[config.mk]
export PLATFORM = sky130hd
export DESIGN_NAME = text_buf_writer
export DESIGN_NICKNAME = d
export VERILOG_FILES = /design/src/rtl/text_buf_writer.sv
export SDC_FILE = /design/constraint.sdc
export NUM_CORES = 1
export LEC_CHECK = 0
export ABC_AREA = 1
export CORE_ASPECT_RATIO = 0.75
export CORE_MARGIN = 8
export CORE_UTILIZATION = 35
export CTS_CLUSTER_SIZE = 8
export DETAILED_ROUTE_END_ITERATION = 7
export PLACE_DENSITY = 0.56
export REMOVE_ABC_BUFFERS = 1
export SLEW_MARGIN = 20
export SYNTH_ARGS = -nofsm -noshare
export SYNTH_HDL_FRONTEND = slang
export SYNTH_SLANG_ARGS = --single-unit
[constraint.sdc]
create_clock -name clk -period 2.3 [get_ports clk]
set_clock_uncertainty 0.2 [all_clocks]
set_input_delay 0.345 -clock clk [delete_from_list [all_inputs] [get_ports clk]]
set_output_delay 0.345 -clock clk [all_outputs]
set_load 0.02 [all_outputs]
[src/rtl/text_buf_writer.sv]
// text_buf_writer: turns a stream of ASCII characters into tile-RAM writes for a
// COLS x ROWS character screen, keeping a text cursor and clearing the screen
// (after reset / form feed / clear_req) or the next row (on line advance).
//
// Build option: define TEXT_BUF_AUTOWRAP_EN to wrap to the next line when a
// printable lands in the last column; otherwise the cursor saturates there.
//
// Ports:
//   clk, reset_n          clock, asynchronous active-low reset
//   char_valid/char_data  ASCII character offered (7 bit)
//   char_ready            combinational accept: IDLE and no clear_req this cycle
//   clear_req             single-cycle full-screen clear request
//   wr_en/wr_addr/wr_data registered tile-RAM write, wr_addr = {row[3:0], col[5:0]}
//   cursor_x/cursor_y     current cursor column / row
//   busy                  high whenever a clear (full or row) is in progress
module text_buf_writer #(
    parameter int unsigned COLS = 40,
    parameter int unsigned ROWS = 15
) (
    input  logic       clk,
    input  logic       reset_n,
    input  logic       char_valid,
    input  logic [6:0] char_data,
    output logic       char_ready,
    input  logic       clear_req,
    output logic       wr_en,
    output logic [9:0] wr_addr,
    output logic [6:0] wr_data,
    output logic [5:0] cursor_x,
    output logic [3:0] cursor_y,
    output logic       busy
);

    localparam int unsigned CW = 6;
    localparam int unsigned RW = 4;
    localparam int unsigned DW = 7;

    localparam logic [CW-1:0] LAST_COL = CW'(COLS - 1);
    localparam logic [RW-1:0] LAST_ROW = RW'(ROWS - 1);

    localparam logic [DW-1:0] CH_SPACE = 7'h20;
    localparam logic [DW-1:0] CH_TILDE = 7'h7E;
    localparam logic [DW-1:0] CH_BS    = 7'h08;
    localparam logic [DW-1:0] CH_LF    = 7'h0A;
    localparam logic [DW-1:0] CH_FF    = 7'h0C;
    localparam logic [DW-1:0] CH_CR    = 7'h0D;

`ifdef TEXT_BUF_AUTOWRAP_EN
    localparam bit AUTOWRAP = 1'b1;
`else
    localparam bit AUTOWRAP = 1'b0;
`endif

    typedef enum logic [1:0] {
        CLR_ALL = 2'd0,
        IDLE    = 2'd1,
        CLR_ROW = 2'd2
    } state_t;

    state_t        state;
    logic [CW-1:0] clr_col;
    logic [RW-1:0] clr_row;

    logic          accept;
    logic          is_print;
    logic          do_clear;
    logic          line_adv;
    logic [CW-1:0] ca_col;
    logic [RW-1:0] ca_row;
    logic [RW-1:0] next_row;

    // Handshake and character decode
    assign char_ready = (state == IDLE) && !clear_req;
    assign accept     = char_valid && char_ready;
    assign is_print   = (char_data >= CH_SPACE) && (char_data <= CH_TILDE);
    assign do_clear   = clear_req || (accept && (char_data == CH_FF));
    assign line_adv   = accept && ((char_data == CH_LF) ||
                        (AUTOWRAP && is_print && (cursor_x == LAST_COL)));

    // A clear request restarts the full-screen sweep at address 0 this very cycle
    assign ca_col   = do_clear ? '0 : clr_col;
    assign ca_row   = do_clear ? '0 : clr_row;
    assign next_row = (cursor_y == LAST_ROW) ? '0 : cursor_y + RW'(1);

    // FSM, cursor and registered write port
    always_ff @(posedge clk or negedge reset_n) begin
        if (!reset_n) begin
            state    <= CLR_ALL;
            clr_col  <= '0;
            clr_row  <= '0;
            wr_en    <= 1'b0;
            wr_addr  <= '0;
            wr_data  <= '0;
            cursor_x <= '0;
            cursor_y <= '0;
            busy     <= 1'b1;
        end else begin
            wr_en <= 1'b0;
            if (do_clear || (state == CLR_ALL)) begin
                wr_en   <= 1'b1;
                wr_addr <= {ca_row, ca_col};
                wr_data <= CH_SPACE;
                if (do_clear) begin
                    cursor_x <= '0;
                    cursor_y <= '0;
                end
                if (ca_col == LAST_COL) begin
                    clr_col <= '0;
                    if (ca_row == LAST_ROW) begin
                        clr_row <= '0;
                        state   <= IDLE;
                        busy    <= 1'b0;
                    end else begin
                        clr_row <= ca_row + RW'(1);
                        state   <= CLR_ALL;
                        busy    <= 1'b1;
                    end
                end else begin
                    clr_col <= ca_col + CW'(1);
                    clr_row <= ca_row;
                    state   <= CLR_ALL;
                    busy    <= 1'b1;
                end
            end else if (state == CLR_ROW) begin
                wr_en   <= 1'b1;
                wr_addr <= {cursor_y, clr_col};
                wr_data <= CH_SPACE;
                if (clr_col == LAST_COL) begin
                    clr_col <= '0;
                    state   <= IDLE;
                    busy    <= 1'b0;
                end else begin
                    clr_col <= clr_col + CW'(1);
                end
            end else if (accept) begin
                if (is_print) begin
                    wr_en   <= 1'b1;
                    wr_addr <= {cursor_y, cursor_x};
                    wr_data <= char_data;
                end
                if (line_adv) begin
                    cursor_x <= '0;
                    cursor_y <= next_row;
                    clr_col  <= '0;
                    state    <= CLR_ROW;
                    busy     <= 1'b1;
                end else if (is_print) begin
                    // Without autowrap the cursor saturates on the last column
                    if (cursor_x != LAST_COL) begin
                        cursor_x <= cursor_x + CW'(1);
                    end
                end else if (char_data == CH_CR) begin
                    cursor_x <= '0;
                end else if ((char_data == CH_BS) && (cursor_x != '0)) begin
                    cursor_x <= cursor_x - CW'(1);
                    wr_en    <= 1'b1;
                    wr_addr  <= {cursor_y, cursor_x - CW'(1)};
                    wr_data  <= CH_SPACE;
                end
            end
        end
    end

endmodule

* Word level (Yosys, flattened, before mapping)
Cells that the tools add are included.
** Storage, ports and cells
- Bits in registers :: 41
- Bits of input ports :: 11
- Output and inout port bits :: 30
- Logic and storage cells :: 115
** Operators by class
- Add/sub/neg operators :: 6
- $lt $le $gt $ge :: 2
- Equal/unequal tests :: 15
- Multiplexer cells :: 63
- Reduce and logical (&&, ||, !) cells :: 20
** Operators with widths (count)
- $mux W6 :: 16
- $mux W10 :: 8
- $mux W7 :: 8
- $mux W4 :: 9
- $eq A7 B4 Y1 const B :: 4
- $add A6 B1 Y6 const B :: 3
- $mux W1 :: 16
- $eq A6 B6 Y1 const B :: 2
- $mux W2 :: 6
- $add A4 B1 Y4 const B :: 2
- $eq A4 B4 Y1 const B :: 2
- $ge A7 B6 Y1 const B :: 1
- $le A7 B7 Y1 const B :: 1
- $logic_and A1 B1 Y1 :: 6
- $ne A6 B6 Y1 const B :: 1
- $reduce_bool A3 Y1 :: 2
- $reduce_bool A6 Y1 :: 1
- $sub A6 B1 Y6 const B :: 1
- $reduce_and A5 Y1 :: 1
- $reduce_bool A5 Y1 :: 1
- $ne A2 B2 Y1 const B :: 2
- $ne A4 B1 Y1 const B :: 1
- $reduce_and A4 Y1 :: 1
- $reduce_bool A2 Y1 :: 2
- other kinds (8) :: 9

* Logic depth before layout (Yosys ltp)
- Word-level depth :: 10
- Mapped depth :: 17
- Gate-level depth less buffers :: 17

* Least setup slack after synthesis
No wires, ideal clock.
- Kind :: reg-to-reg
- Start :: reg state[0]
- End :: reg clr_row[0]
- Library setup time :: 0.127 ns
- Data arrival time :: 1.892 ns
- Required time :: 1.973 ns
- Path slack :: 0.081 ns
- Cell stages (with the launch flop) :: 17
- Path buffers :: 1
- Clock period less this slack :: 2.219 ns
- Path through :: dfrtp_1 > buf_6 > nand3_4 > nor2_8 > nand2_4 > nand2_8 > inv_6 > nand2_1 > inv_1 > ha_1 > nand4_1 > nor2_4 > nand2_1 > nand2_1 > inv_2 > nand2_1 > o21ai_0
** Between the ends
- Longest elaborated chain between the ends :: 9
- Elaborated cells on any way between the ends :: 14
- Classes of those cells :: 1 x add/sub; 3 x eq/ne; 4 x mux; 6 x reduce/logical
** RTL lines
- start: declaration :: RTL line 60 : state_t state;
- start signal: assignment :: RTL line 88 : state <= CLR_ALL;
- start signal: assignment :: RTL line 111 : state <= IDLE;
- start signal: assignment :: RTL line 115 : state <= CLR_ALL;
- $eq A2 B1 Y1 :: RTL line 73 : assign char_ready = (state == IDLE) && !clear_req;
- $logic_and A1 B1 Y1 :: RTL line 73
- $logic_and A1 B1 Y1 :: RTL line 74 : assign accept = char_valid && char_ready;
- $logic_and A1 B1 Y1 :: RTL line 76 : assign do_clear = clear_req || (accept && (char_data == CH_FF));
- $logic_or A1 B1 Y1 :: RTL line 76
- $mux W4 :: RTL line 82 : assign ca_row = do_clear ? '0 : clr_row;
- $add A4 B1 Y4 or $eq A4 B4 Y1 (tied branches) :: RTL line 114, 109
- $mux W4 :: RTL line 109 : if (ca_row == LAST_ROW) begin
- $mux W4 :: RTL line 107 : if (ca_col == LAST_COL) begin
- end signal: assignment :: RTL line 114 : clr_row <= ca_row + RW'(1);
- end signal: assignment :: RTL line 120 : clr_row <= ca_row;
- end: declaration :: RTL line 62 : logic [RW-1:0] clr_row;
Several ways; a longest one is shown, not always the timed one.
A chain may end at the register's enable or synchronous reset.

* Worst setup path after layout
- Start :: in char_valid
- End :: reg clr_col[3]
** Between the ends
- Longest elaborated chain between the ends :: 7
- Elaborated cells on any way between the ends :: 13
- Classes of those cells :: 1 x add/sub; 1 x eq/ne; 3 x mux; 8 x reduce/logical
** RTL lines
- start: declaration :: RTL line 22 : input logic char_valid,
- $logic_and A1 B1 Y1 (*) :: RTL line 74
- $logic_and A1 B1 Y1 :: RTL line 76
- $logic_or A1 B1 Y1 :: RTL line 76
- $mux W6 :: RTL line 81 : assign ca_col = do_clear ? '0 : clr_col;
- $add A6 B1 Y6 or $eq A6 B6 Y1 (tied branches) :: RTL line 119, 107
- $mux W6 :: RTL line 107
- $mux W6 :: RTL line 99 : if (do_clear || (state == CLR_ALL)) begin
- end signal: assignment :: RTL line 119 : clr_col <= ca_col + CW'(1);
- end signal: assignment :: RTL line 133 : clr_col <= clr_col + CW'(1);
- end: declaration :: RTL line 61 : logic [CW-1:0] clr_col;
Every way passes the cells marked *; elsewhere a longest branch is shown, timed or not.

==> results.py <==
metrics = {
    "layout": {
        "fin_nets": 497,
        "drive_gt1_frac": 0.250,
        "instances_no_fill": 585,
        "syn_to_final_growth_pct": 39.7,
        "fin_util": 0.500,
        "antennaDiodeCount": 0,
    },
    "clock_tree": {
        "ctsRootBufferMaster": "clkbuf_8",
        "cts_made_buffers": 5,
        "clkSinkCount": 41,
        "htree_levels": 2,
        "cts_tree": "built",
        "clockBufferDepth": 2,
        "clock_latency_ns": 0.30,
        "path_clk_slew_ns": 0.08,
    },
    "timing": {
        "tightest_slew_ns": 0.536,
        "holdWs_ns": 0.283,
        "min_period_ns": 2.18,
        "period_share": 0.947,
        "setup_violations": 0,
        "slew_headroom": 0.643,
        "finalWorstSetupSlack_ns": 0.122,
        "hold_viol_final": 0,
        "fmax_mhz": 459,
        "slew_viol_final": 0,
        "rsz0062_at_grt": "false",
    },
    "min_path": {
        "min_from": "wr_addr[6]",
        "holdPathEnd": "wr_addr[6]",
        "hold_path.class": "flip-flop to flip-flop",
        "min_path_cells": 2,
    },
    "power": {
        "total_power_mw": 3.17,
        "p_leak_nw": 1.90,
        "ir_worst_vdd_uv": 388,
        "power.density_mw_per_mm2": 810,
    },
    "critical_path": {
        "cp-end-kind": "flip-flop",
        "critPathMaxFanout": 4,
        "required_ns": 2.29,
        "r2r-start": "state[1]",
        "reg2reg_slack_ns": 0.14,
        "reg2reg_to": "clr_col[3]",
        "cp-start-kind": "input pin",
        "worstSetupPathType": "input pin to flip-flop",
        "rr_worst_depth": 17,
        "critPathArrivalTime_ns": 2.17,
    },
    "detailed_routing": {
        "drt_wl_total_um": 8090,
        "antenna_left": 0,
        "via_count": 2791,
        "viasPerCell": 4.77,
        "drt_iter0_markers": 219,
        "wl_per_cell_um": 13.8,
        "drc_errors": 0,
        "drtPass1Iterations": 5,
    },
    "floorplan": {
        "die_h_um": 93.4,
        "rows": 28,
        "core_area_mm2": 0.00781,
        "die_x_um": 119,
        "start_util": 0.358,
        "fp.dieArea_mm2": 0.0111,
        "io_pins": 41,
    },
    "global_route": {
        "grt_pass1_vias": 2762,
        "grt_pass1_wl_um": 13600,
        "grt_antenna_before_repair": 0,
        "track_usage": 0.151,
        "overflow": 0,
        "grt_max_degree": 42,
    },
    "yosys": {
        "synthTopCellsByArea": "dfrtp_1, nand2_1, nand3_1",
        "ys.flop_type": "dfrtp_1",
        "ys_top_cells_by_count": "nand2_1, inv_1, nor2_1, dfrtp_1, nand3_1",
        "synth_area_leader_cell": "dfrtp_1",
        "yosysUniqueCellTypes": 40,
        "synth_top_area_share": 0.358,
        "synth_edf_count": 0,
        "ys_warn_count": 0,
        "async_flop_share": 1.00,
        "ys_seq_elements": 41,
        "synth-seq-area-share": 0.368,
        "syn_inst": 372,
        "syn_avg_cell_area_um2": 7.51,
        "synth_area_mm2": 0.00280,
        "post-synth-top-count-cell": "nand2_1",
    },
    "placed_design": {
        "io_buffers": 40,
        "detailed_place_hpwl_um": 6390,
        "dp.cells": 566,
        "place.gp.congestion": 0.915,
        "pre_cts_ws_ns": -0.397,
    },
    "run": {
        "drv_cap": 0,
    },
    "status": {
        "status": "finished, final reports clean",
    },
}
==> power breakdown <==
part	leakage, nW	internal, mW	total (mW)	switching, mW
sequential	0.545	0.865	1.03	0.161
clock	0.0542	0.272	0.537	0.265
combinational	1.30	0.703	1.60	0.900
total	1.90	1.84	3.17	1.33
==> stage by stage <==
stage | TNS [ns] | area [µm²]
2_1_floorplan | 0 | 2770
3_3_place_gp | -3.46 | 3710
3_5_place_dp | -5.23 | 3710
4_1_cts | 0 | 3890
5_1_grt | 0 | 3910
6_report | 0 | 3910
==> final cells by class <==
type	instances	area, µm²
Clock buffer	7	96.3
Clock inverter	1	5.00
Fill cell	770	3910
Inverter	55	216
Multi-Input combinational cell	273	1540
Sequential cell	41	1030
Tap cell	105	131
Timing Repair Buffer	103	893
==> how the worst max path moves through the flow <==
| stage | start | depth (start not counted) | slack, ns | end |
|---|---|---|---|---|
| after CTS | char_data[4] | 18 | 0.002 | clr_col[3] |
| final | char_valid | 17 | 0.12 | clr_col[3] |
| after global placement | char_data[3] | 16 | -0.27 | clr_row[0] |
| after detailed placement | char_data[3] | 16 | -0.40 | clr_row[3] |
| after global routing | state[1] | 17 | 0.01 | clr_col[3] |
| after floorplan | state[0] | 15 | 0.003 | clr_row[0] |
==> state kept, by name, summed over array words and instances, names as in the netlist <==
register	cells
cursor_x	6
wr_data	7
clr_col	6
cursor_y	4
clr_row	4
wr_addr	10
busy	1
wr_en	1
state	2
==> worst max-delay path, stage by stage <==
cell and delay (ns):
clkdlybuf4s50_1 0.41, inv_2 0.12, nor2_8 0.06, nand2_4 0.08
nand2_8 0.07, inv_6 0.05, nand2_1 0.07, inv_2 0.07
ha_2 0.17, nand4_1 0.17, nor2_4 0.16, buf_4 0.13
nor2_4 0.03, nand2_1 0.06, nand2_1 0.06, inv_1 0.08
nor2_1 0.05
==> layer usage <==
metal | global-route usage | vias to the layer above | routed length [µm]
li1 | - | 1427 | -
met1 | 0.225 | 1284 | 4300
met2 | 0.209 | 71 | 3230
met3 | 0.0325 | 9 | 447
met4 | 0.0451 | 0 | 103
met5 | 0 | - | 0
==> cell families (layout without fill, tap and decap cells) <==
| logic type | count (synthesis) | after routing | synth area share |
|---|---|---|---|
| AO/OA/AOI/OAI | 53 | 53 | 0.119 |
| XOR/XNOR | 9 | 9 | 0.0282 |
| adder cells (fa/ha/maj) | 7 | 7 | 0.0313 |
| buffers and inverters | 58 | 166 | 0.0873 |
| flip-flops | 41 | 41 | 0.368 |
| AND/OR/NAND/NOR | 204 | 204 | 0.367 |
==> repair_timing <==
item	4_1_cts	5_1_grt
hold endpoints to repair	40	0
setup endpoints to repair	4	13
hold buffers	1	0
buffers inserted	9	1
cloned	0	0
resized for setup	10	7
pin swaps	8	3
==> layout by cell type (no fill, tap or decap), types with 2 or more instances in the layout <==
cell,count
o22ai_1,4
nand3_1,37
nand2_1,81
dlymetal6s2s_1,2
o21ai_1,4
ha_1,6
buf_12,2
nor2_4,5
o21ai_0,15
inv_2,10
dfrtp_1,40
xor2_1,7
inv_4,2
dlygate4sd2_1,6
clkbuf_8,7
nor2_1,41
o21ai_2,4
nand2_4,4
a21oi_1,15
or2_2,4
a21oi_4,2
xnor2_1,2
nand4_1,9
nor2_2,2
nand2_2,5
nand2_8,3
buf_4,60
clkdlybuf4s50_1,31
nor3_1,7
o211ai_1,3
inv_1,42
(Power assumes the default switching activity.)
